### config.mk
export PLATFORM = sky130hd
export DESIGN_NAME = ddr2_ctrl_input_flat
export DESIGN_NICKNAME = d
export VERILOG_FILES = /design/src/rtl/ddr2_ctrl_input_if.sv /design/src/rtl/ddr2_ctrl_input.sv /design/src/flat_wrapper.sv
export SDC_FILE = /design/constraint.sdc
export NUM_CORES = 1
export LEC_CHECK = 0
export ABC_AREA = 1
export BUFFER_PORTS_ARGS = -buffer_cell sky130_fd_sc_hd__buf_2
export CAP_MARGIN = 20
export CORE_MARGIN = 8
export CORE_UTILIZATION = 58
export CTS_CLUSTER_DIAMETER = 80
export DETAILED_ROUTE_END_ITERATION = 12
export GPL_TIMING_DRIVEN = 1
export PLACE_DENSITY = 0.89
export SLEW_MARGIN = 20
export SYNTH_ARGS = -nofsm -noshare
export SYNTH_HDL_FRONTEND = slang
export SYNTH_SLANG_ARGS = --single-unit
### constraint.sdc
create_clock -name ddr2_clk -period 2.6 [get_ports ddr2_clk]
set_input_delay 0.13 -clock ddr2_clk [delete_from_list [all_inputs] [get_ports ddr2_clk]]
set_output_delay 0.13 -clock ddr2_clk [all_outputs]
set_load 0.1 [all_outputs]
### src/rtl/ddr2_ctrl_input_if.sv
// ddr2_ctrl_input_if: write command, user FIFO read port and DDR2 local write bus (wr_size_err only with DDR2_WR_SIZE_CHK_EN)
interface ddr2_ctrl_input_if #(parameter int ADDR_W = 24, parameter int SIZE_W = 7);
  logic              wr_cmd_valid;
  logic              wr_cmd_ready;
  logic [ADDR_W-1:0] wr_cmd_addr;
  logic [SIZE_W-1:0] wr_cmd_size;
  logic              wr_done;
  logic              um2ddr_empty;
  logic [127:0]      um2ddr_data;
  logic              um2ddr_rdreq;
  logic              local_init_done;
  logic              local_ready;
  logic              local_write_req;
  logic              local_burstbegin;
  logic [ADDR_W-1:0] local_address;
  logic [2:0]        local_size;
  logic [3:0]        local_be;
  logic [31:0]       local_wdata;
`ifdef DDR2_WR_SIZE_CHK_EN
  logic              wr_size_err;
`endif
  modport master (
`ifdef DDR2_WR_SIZE_CHK_EN
    output wr_size_err,
`endif
    input  wr_cmd_valid, wr_cmd_addr, wr_cmd_size, um2ddr_empty, um2ddr_data, local_init_done, local_ready,
    output wr_cmd_ready, wr_done, um2ddr_rdreq, local_write_req, local_burstbegin, local_address,
           local_size, local_be, local_wdata
  );
  modport slave (
`ifdef DDR2_WR_SIZE_CHK_EN
    input  wr_size_err,
`endif
    output wr_cmd_valid, wr_cmd_addr, wr_cmd_size, um2ddr_empty, um2ddr_data, local_init_done, local_ready,
    input  wr_cmd_ready, wr_done, um2ddr_rdreq, local_write_req, local_burstbegin, local_address,
           local_size, local_be, local_wdata
  );
endinterface

### src/rtl/ddr2_ctrl_input.sv
// ddr2_ctrl_input: serialises 128-bit FIFO words into 4-beat 32-bit DDR2 write bursts; DDR2_WR_SIZE_CHK_EN adds sticky wr_size_err
module ddr2_ctrl_input #(
  parameter int ADDR_W    = 24,
  parameter int SIZE_W    = 7,
  parameter int ADDR_STEP = 4
) (
  input logic             sys_rst_n,
  input logic             ddr2_clk,
  ddr2_ctrl_input_if.master bus
);
  localparam int WW = SIZE_W - 2;
  typedef enum logic [1:0] {IDLE, FETCH, BURST, DONE} state_t;
  state_t            state;
  logic [ADDR_W-1:0] addr;
  logic [WW-1:0]     words;
  logic [127:0]      shreg;
  logic [1:0]        beat;
  logic              accept;
  logic [WW-1:0]     cmd_words;
  logic              skip;
  assign accept    = bus.wr_cmd_valid & bus.wr_cmd_ready;
  assign cmd_words = bus.wr_cmd_size[SIZE_W-1:2];
`ifdef DDR2_WR_SIZE_CHK_EN
  logic size_bad;
  assign size_bad = (|bus.wr_cmd_size[1:0]) | (cmd_words == '0);
  assign skip     = size_bad;
`else
  logic unused_size_lsbs;
  assign unused_size_lsbs = ^bus.wr_cmd_size[1:0];
  assign skip             = cmd_words == '0;
`endif
  assign bus.local_size = 3'd4;
  assign bus.local_be   = 4'hF;
  // command FSM with all handshake and bus outputs registered; ready tracks the next state being IDLE
  always_ff @(posedge ddr2_clk or negedge sys_rst_n) begin
    if (!sys_rst_n) begin
      state                <= IDLE;
      addr                 <= '0;
      words                <= '0;
      shreg                <= '0;
      beat                 <= '0;
      bus.wr_cmd_ready     <= 1'b0;
      bus.wr_done          <= 1'b0;
      bus.um2ddr_rdreq     <= 1'b0;
      bus.local_write_req  <= 1'b0;
      bus.local_burstbegin <= 1'b0;
      bus.local_address    <= '0;
      bus.local_wdata      <= '0;
`ifdef DDR2_WR_SIZE_CHK_EN
      bus.wr_size_err      <= 1'b0;
`endif
    end else begin
      bus.wr_done      <= 1'b0;
      bus.um2ddr_rdreq <= 1'b0;
      case (state)
        IDLE: begin
          if (accept) begin
            addr             <= bus.wr_cmd_addr;
            words            <= cmd_words;
            bus.wr_cmd_ready <= 1'b0;
            bus.wr_done      <= skip;
            state            <= skip ? DONE : FETCH;
`ifdef DDR2_WR_SIZE_CHK_EN
            if (size_bad) bus.wr_size_err <= 1'b1;
`endif
          end else begin
            bus.wr_cmd_ready <= 1'b1;
          end
        end
        FETCH: begin
          if (bus.local_init_done && !bus.um2ddr_empty) begin
            bus.um2ddr_rdreq     <= 1'b1;
            shreg                <= bus.um2ddr_data;
            bus.local_wdata      <= bus.um2ddr_data[127:96];
            bus.local_burstbegin <= 1'b1;
            bus.local_write_req  <= 1'b1;
            bus.local_address    <= addr;
            beat                 <= 2'd0;
            state                <= BURST;
          end
        end
        BURST: begin
          if (bus.local_ready) begin
            beat                 <= beat + 2'd1;
            shreg                <= {shreg[95:0], 32'h0};
            bus.local_wdata      <= shreg[95:64];
            bus.local_burstbegin <= 1'b0;
            if (beat == 2'd3) begin
              bus.local_write_req <= 1'b0;
              words               <= words - WW'(1);
              addr                <= addr + ADDR_W'(ADDR_STEP);
              bus.wr_done         <= words == WW'(1);
              state               <= (words == WW'(1)) ? DONE : FETCH;
            end
          end
        end
        DONE: begin
          bus.wr_cmd_ready <= 1'b1;
          state            <= IDLE;
        end
        default: state <= IDLE;
      endcase
    end
  end
endmodule

### src/flat_wrapper.sv
// flat-port wrapper written by rule: the top's interface ports become plain ports
module ddr2_ctrl_input_flat 
#(
  parameter int ADDR_W    = 24,
  parameter int SIZE_W    = 7,
  parameter int ADDR_STEP = 4
)
  (sys_rst_n, ddr2_clk, bus_wr_cmd_valid, bus_wr_cmd_addr, bus_wr_cmd_size, bus_um2ddr_empty, bus_um2ddr_data, bus_local_init_done, bus_local_ready, bus_wr_cmd_ready, bus_wr_done, bus_um2ddr_rdreq, bus_local_write_req, bus_local_burstbegin, bus_local_address, bus_local_size, bus_local_be, bus_local_wdata);
  ddr2_ctrl_input_if #(.ADDR_W(ADDR_W), .SIZE_W(SIZE_W)) bus_i ();
  input logic sys_rst_n;
  input logic ddr2_clk;
  input wire logic [$bits(bus_i.wr_cmd_valid)-1:0] bus_wr_cmd_valid;
  input wire logic [$bits(bus_i.wr_cmd_addr)-1:0] bus_wr_cmd_addr;
  input wire logic [$bits(bus_i.wr_cmd_size)-1:0] bus_wr_cmd_size;
  input wire logic [$bits(bus_i.um2ddr_empty)-1:0] bus_um2ddr_empty;
  input wire logic [$bits(bus_i.um2ddr_data)-1:0] bus_um2ddr_data;
  input wire logic [$bits(bus_i.local_init_done)-1:0] bus_local_init_done;
  input wire logic [$bits(bus_i.local_ready)-1:0] bus_local_ready;
  output wire logic [$bits(bus_i.wr_cmd_ready)-1:0] bus_wr_cmd_ready;
  output wire logic [$bits(bus_i.wr_done)-1:0] bus_wr_done;
  output wire logic [$bits(bus_i.um2ddr_rdreq)-1:0] bus_um2ddr_rdreq;
  output wire logic [$bits(bus_i.local_write_req)-1:0] bus_local_write_req;
  output wire logic [$bits(bus_i.local_burstbegin)-1:0] bus_local_burstbegin;
  output wire logic [$bits(bus_i.local_address)-1:0] bus_local_address;
  output wire logic [$bits(bus_i.local_size)-1:0] bus_local_size;
  output wire logic [$bits(bus_i.local_be)-1:0] bus_local_be;
  output wire logic [$bits(bus_i.local_wdata)-1:0] bus_local_wdata;
  assign bus_i.wr_cmd_valid = bus_wr_cmd_valid;
  assign bus_i.wr_cmd_addr = bus_wr_cmd_addr;
  assign bus_i.wr_cmd_size = bus_wr_cmd_size;
  assign bus_i.um2ddr_empty = bus_um2ddr_empty;
  assign bus_i.um2ddr_data = bus_um2ddr_data;
  assign bus_i.local_init_done = bus_local_init_done;
  assign bus_i.local_ready = bus_local_ready;
  assign bus_wr_cmd_ready = bus_i.wr_cmd_ready;
  assign bus_wr_done = bus_i.wr_done;
  assign bus_um2ddr_rdreq = bus_i.um2ddr_rdreq;
  assign bus_local_write_req = bus_i.local_write_req;
  assign bus_local_burstbegin = bus_i.local_burstbegin;
  assign bus_local_address = bus_i.local_address;
  assign bus_local_size = bus_i.local_size;
  assign bus_local_be = bus_i.local_be;
  assign bus_local_wdata = bus_i.local_wdata;
  ddr2_ctrl_input #(.ADDR_W(ADDR_W), .SIZE_W(SIZE_W), .ADDR_STEP(ADDR_STEP)) u_core (.sys_rst_n(sys_rst_n), .ddr2_clk(ddr2_clk), .bus(bus_i));
endmodule
* Word-level counts from Yosys, hierarchy flattened
Cells that the tools add are included.
** Storage, ports and cells
- Flip-flop bits (word level) :: 190
- Bits in latches :: 0
- Bits in writable memories :: 0
- Bits in read-only memories :: 0
- Memories kept :: 0
** Operators by class
- $add $sub $neg :: 3
- $mul :: 0
- Divide/modulo/power cells :: 0
- Order comparisons :: 0
- Equality and inequality tests :: 9
- Shifts and indexed selects :: 0
- Muxes and demuxes :: 38
- Bitwise gates (word level) :: 1
- Reductions and logical operators :: 12
** Operator list (count)
- 96-bit 2-to-1 mux :: 2
- 96-bit one-hot mux with 2 select lines :: 1
- 24-bit 2-to-1 mux :: 3
- 32-bit 2-to-1 mux :: 2
- 32-bit one-hot mux with 2 select lines :: 1
- 24-bit one-hot mux with 2 select lines :: 1
- 24-bit by 3-bit adder with 24-bit output, second input constant :: 1
- 2-bit 2-to-1 mux :: 8
- 5-bit 2-to-1 mux :: 3
- 4-bit AND reduction :: 3
- 1-bit 2-to-1 mux :: 10
- 5-bit one-hot mux with 2 select lines :: 1
- 1-bit one-hot mux with 2 select lines :: 4
- 2-bit one-hot mux with 4 select lines :: 1
- 2-bit == test, second input constant :: 3
- 2-bit by 1-bit inequality test with 1-bit output, second input constant :: 3
- 2-bit nonzero test :: 3
- 5-bit by 1-bit == test with 1-bit output, second input constant :: 1
- 5-bit zero test :: 1
- 5-bit by 1-bit subtractor with 5-bit output, second input constant :: 1
- 2-bit one-hot mux with 2 select lines :: 1
- 3-bit AND reduction :: 1
- 2-bit by 1-bit adder with 2-bit output, second input constant :: 1
- 2-bit by 1-bit == test with 1-bit output, second input constant :: 1
- other kinds (6) :: 6

* Longest topological paths before layout
- Depth in word-level cells :: 5
- Mapped depth :: 10
- Mapped depth without buffers :: 10

* Worst setup path after synthesis
OpenSTA, ideal clock, no wires.
- Path type :: reg2reg
- From :: reg u_core.bus.wr_cmd_ready
- To :: reg u_core.addr[9]
- Library setup time :: 0.119 ns
- Arrival time :: 1.784 ns
- Slack :: 0.697 ns
- Stages on the path, launching flop included :: 9
- Path buffers :: 1
- Path through :: dfrtp_1 -> nand2_1 -> nand2_1 -> o21ai_2 -> nor2_8 -> inv_4 -> buf_6 -> a21oi_1 -> nor2_1
** Between the ends
- Word-level cells in the longest chain between the ends :: 3
** Ends and longest elaborated chain
- start, declared :: RTL line ddr2_ctrl_input_if.sv:27 : output wr_cmd_ready, wr_done, um2ddr_rdreq, local_write_req, local_burstbegin, local_address,
- start signal, assigned :: RTL line ddr2_ctrl_input.sv:42 : bus.wr_cmd_ready <= 1'b0;
- start signal, assigned :: RTL line ddr2_ctrl_input.sv:60 : bus.wr_cmd_ready <= 1'b0;
- start signal, assigned :: RTL line ddr2_ctrl_input.sv:67 : bus.wr_cmd_ready <= 1'b1;
- 1-bit bitwise AND :: RTL line ddr2_ctrl_input.sv:21 : assign accept = bus.wr_cmd_valid & bus.wr_cmd_ready;
- 2-bit by 1-bit inequality test with 1-bit output (no line)
- 4-bit AND reduction (no line)
- end signal, assigned :: RTL line ddr2_ctrl_input.sv:58 : addr <= bus.wr_cmd_addr;
- end signal, assigned :: RTL line ddr2_ctrl_input.sv:91 : addr <= addr + ADDR_W'(ADDR_STEP);
- end, declared :: RTL line ddr2_ctrl_input.sv:14 : logic [ADDR_W-1:0] addr;
Every way passes these cells.
A chain may end at the register's enable or synchronous reset.

* Worst setup path after layout
- From :: reg u_core.state[0]
- To :: reg u_core.shreg[74]
** Between the ends
- Word-level cells in the longest chain between the ends :: 3
- Elaborated cells between the ends (all ways) :: 7
** Ends and longest elaborated chain
- start, declared :: RTL line ddr2_ctrl_input.sv:13 : state_t state;
- start signal, assigned :: RTL line ddr2_ctrl_input.sv:62 : state <= skip ? DONE : FETCH;
- start signal, assigned :: RTL line ddr2_ctrl_input.sv:93 : state <= (words == WW'(1)) ? DONE : FETCH;
- 2-bit by 1-bit == test with 1-bit output / 2-bit == test (equally long branches) :: RTL line ddr2_ctrl_input.sv:55 : case (state)
- 2-bit by 1-bit inequality test with 1-bit output (no line) (tied with other cells)
- 3-bit AND reduction (no line)
- end signal, assigned :: RTL line ddr2_ctrl_input.sv:73 : shreg <= bus.um2ddr_data;
- end signal, assigned :: RTL line ddr2_ctrl_input.sv:85 : shreg <= {shreg[95:0], 32'h0};
- end, declared :: RTL line ddr2_ctrl_input.sv:16 : logic [127:0] shreg;
Parallel ways exist; a longest one is shown, timed or not.

==> reports/qor.txt <==
Power Density: 1440 mW/mm^2
failing checks: negative hold slack
Min Hold Slack: -0.00312 ns
Root Driver: clkbuf_16
Clk Latency, worst-skew pair: 0.44 ns
WP data arrival: 2.66 ns
Resize count post-CTS: 0
Required @ worst endpoint: 2.89 ns
Sum Neg Setup Slack: 0 ns
Worst Setup Start Kind: register
period utilization: 0.913
Cells after DPL: 1,526
largest net degree at the start of global routing: 89
Synth Register Bits: 190
final-report hold violation count: 2
clk sinks: 190
complex-gate fraction of the synthesized area: 0.129
HPWL after DPL: 17.0 mm
Post-Synth Adder-Cell Area: 0.0124
Worst Hold Class: input pin to register
Wirelength per Cell: 17.5 microns
Avg Inst Size Synth: 7.93 sq um
clock network power share: 0.145
initial DRC count: 791
crit end category: register
Cell variety after synth: 33
Post-synth EDFFs: 0
GPL Wtd Cong: 0.887
CTS H-tree lvls: 4
TritonCTS buffer count: 17
Primary FF master, synth: dfrtp_1
final WL: 29.2 mm
row count: 45
Final min period: 2.37 ns
Die W: 141 microns
vias in the first global route: 9,495
Via density: 5.54
Finished Cell Area: 0.0120 sq mm
die area: 0.0199 sq mm
Reg clk slew, reported paths: 0.07 ns
top cell type's share of synthesized area: 0.523
Area Growth Syn to Fin: 32.0%
Post-Synth Simple-Gate Area: 0.254
Post-DRT Antenna Nets: 0
RSZ-0062 raised after global routing: false
Initial Utilization: 0.596
area post-placement: 0.0103 sq mm
clk buf depth: 2
most frequent cells in the layout: nand2_1, buf_2, dfrtp_1
antenna violations before repair: 4
via count: 9,286
Worst VDD drop: 0.00117 V
CTS tree: done
Die Span Y: 141 microns
Syn Std Cell Area: 0.00909 sq mm
top cells by area, synth: dfrtp_1, nand2_1, o21ai_0, nor2_1, a31oi_1
Synth area leader: dfrtp_1
WHS Path Cells: 3
ratio of cells with drive above 1 in the final layout: 0.194
Place WS: 0.452 ns
relative slew slack: 0.524
DRT Pass-1 Iters: 6
Seq pwr share: 0.311
Worst Path Max Fanout: 50
Setup Skew: 0.0133 ns
FMAX: 0.421 GHz
Final Max Tran Viols: 0
Core Box Area: 0.0153 sq mm
GRT Util Overall: 0.297
transition time at the pin with the least slew margin: 0.713 ns
drt drc: 0
r2r setup slk: 0.23 ns
nets@finish: 1,622
sw power: 9310 uW
Synth async-reset ratio: 1.00
synth warn: 0
global route overflow: 0
xor/xnor share of the synthesized area: 0.000964
cell count after synthesis: 1,146
IO Port Bufs: 223
LEAKAGE: 0.00606 uW
Sw Share: 0.537
Layout fillers: 960
status: finished with violations
sequential-to-total area share from yosys stat: 0.523
commonest non-fill, non-tap cell in the layout: nand2_1
Max Cap Viol: 0
cells on worst reg2reg path: 9
non-filler cells, final: 1,675
Int Pwr: 8030 uW
mux contribution to synthesized area: 0.00248
combinational share of power: 0.544
I/O pins: 233
Worst Slack Setup Final: 0.227 ns
setup violators final: 0
global-route wire length before repair: 47.4 mm
combinational family with the most area after synthesis: simple AND/OR/NAND/NOR gates
WS Path Type: register to register
-- worst max-delay path, cell delays in order, from the launching register on --
cell	delay [ns]
dfrtp_1	0.40
inv_1	0.17
ha_4	0.30
inv_4	0.15
o21ai_2	0.20
nand2_4	0.09
inv_4	0.22
buf_12	0.26
nor2_1	0.06
a31oi_1	0.34
-- kinds of logic (layout without fill, tap and decap cells) --
kind of cell	Yosys count	after routing
multiplexers	2	2
other	2	10
AND/OR/NAND/NOR	585	585
AO/OA/AOI/OAI	207	207
buffers and inverters	150	460
adder cells (fa/ha/maj)	9	9
XOR/XNOR	1	1
flip-flops	190	190
-- metal layers --
| metal | track usage | share of wire |
|---|---|---|
| met1 | 0.339 | 0.37 |
| met2 | 0.497 | 0.50 |
| met3 | 0.0749 | 0.076 |
| met4 | 0.182 | 0.052 |
| met5 | 0 | 0.00041 |
-- state kept, by name, indices dropped and copies added (netlist names), 2 cells and up --
name / flops
u_core.bus.local_address: 24
u_core.shreg: 96
u_core.beat: 2
u_core.addr: 24
u_core.state: 2
u_core.words: 5
u_core.bus.local_wdata: 32
-- path summary, 6_finish.rpt --
kind / start / end
max in group asynchronous: sys_rst_n / u_core.bus.local_wdata[1]$_DFFE_PN0P_
min in group asynchronous: sys_rst_n / u_core.bus.local_wdata[0]$_DFFE_PN0P_
worst max register to register: u_core.state[0]$_DFFE_PN0P_ / u_core.shreg[74]$_DFFE_PN0P_
worst min-delay path: bus_um2ddr_data[108] / u_core.bus.local_wdata[12]$_DFFE_PN0P_
worst max-delay path: u_core.state[0]$_DFFE_PN0P_ / u_core.shreg[74]$_DFFE_PN0P_
worst min register to register: u_core.shreg[25]$_DFFE_PN0P_ / u_core.shreg[25]$_DFFE_PN0P_
-- cells in the mapped netlist (all sizes together), types with 2 or more instances --
cell type / number
a21oi: 8
dfrtp: 190
o22ai: 4
conb: 2
nand2: 392
o21ai: 113
nor2: 128
nand4: 5
buf: 50
mux2: 2
o211ai: 2
nand3: 57
ha: 9
a31oi: 74
a22oi: 2
inv: 75
clkbuf: 25
-- through the flow --
stage                     power (uW)   util
after global placement         14000  0.674
after CTS                      17000  0.786
after floorplan                12600      -
after detailed placement       14300  0.674
final                          17300  0.786
after global routing           18400  0.786
-- power by group through the flow --
stage          Combinational, uW  Sequential (uW)  Clock (uW)
2_1_floorplan               4330             8280           0
3_3_place_gp                8740             5260           0
3_5_place_dp                9010             5330           0
4_1_cts                     9200             5280        2510
5_1_grt                    10200             5530        2670
6_report                    9440             5390        2510
-- area by class of cell --
| cell class | instances | area, sq um | area share |
|---|---|---|---|
| sequential | 190 | 4750 | 0.396 |
| clock buffer | 19 | 443 | 0.0369 |
| tap | 211 | 264 | 0.0220 |
| clock inverter | 13 | 116 | 0.00970 |
| inverter | 75 | 289 | 0.0241 |
| multi-input combinational | 811 | 3660 | 0.305 |
| antenna | 3 | 7.51 | 0.000626 |
| timing repair buffer | 353 | 2460 | 0.205 |
-- repair_timing --
item / CTS / global route
hold buffers: 114 / 0
endpoints found under the hold margin: 196 / 0
buffers inserted: 0 / 0
Note: power is estimated with default switching activity, not from simulation.
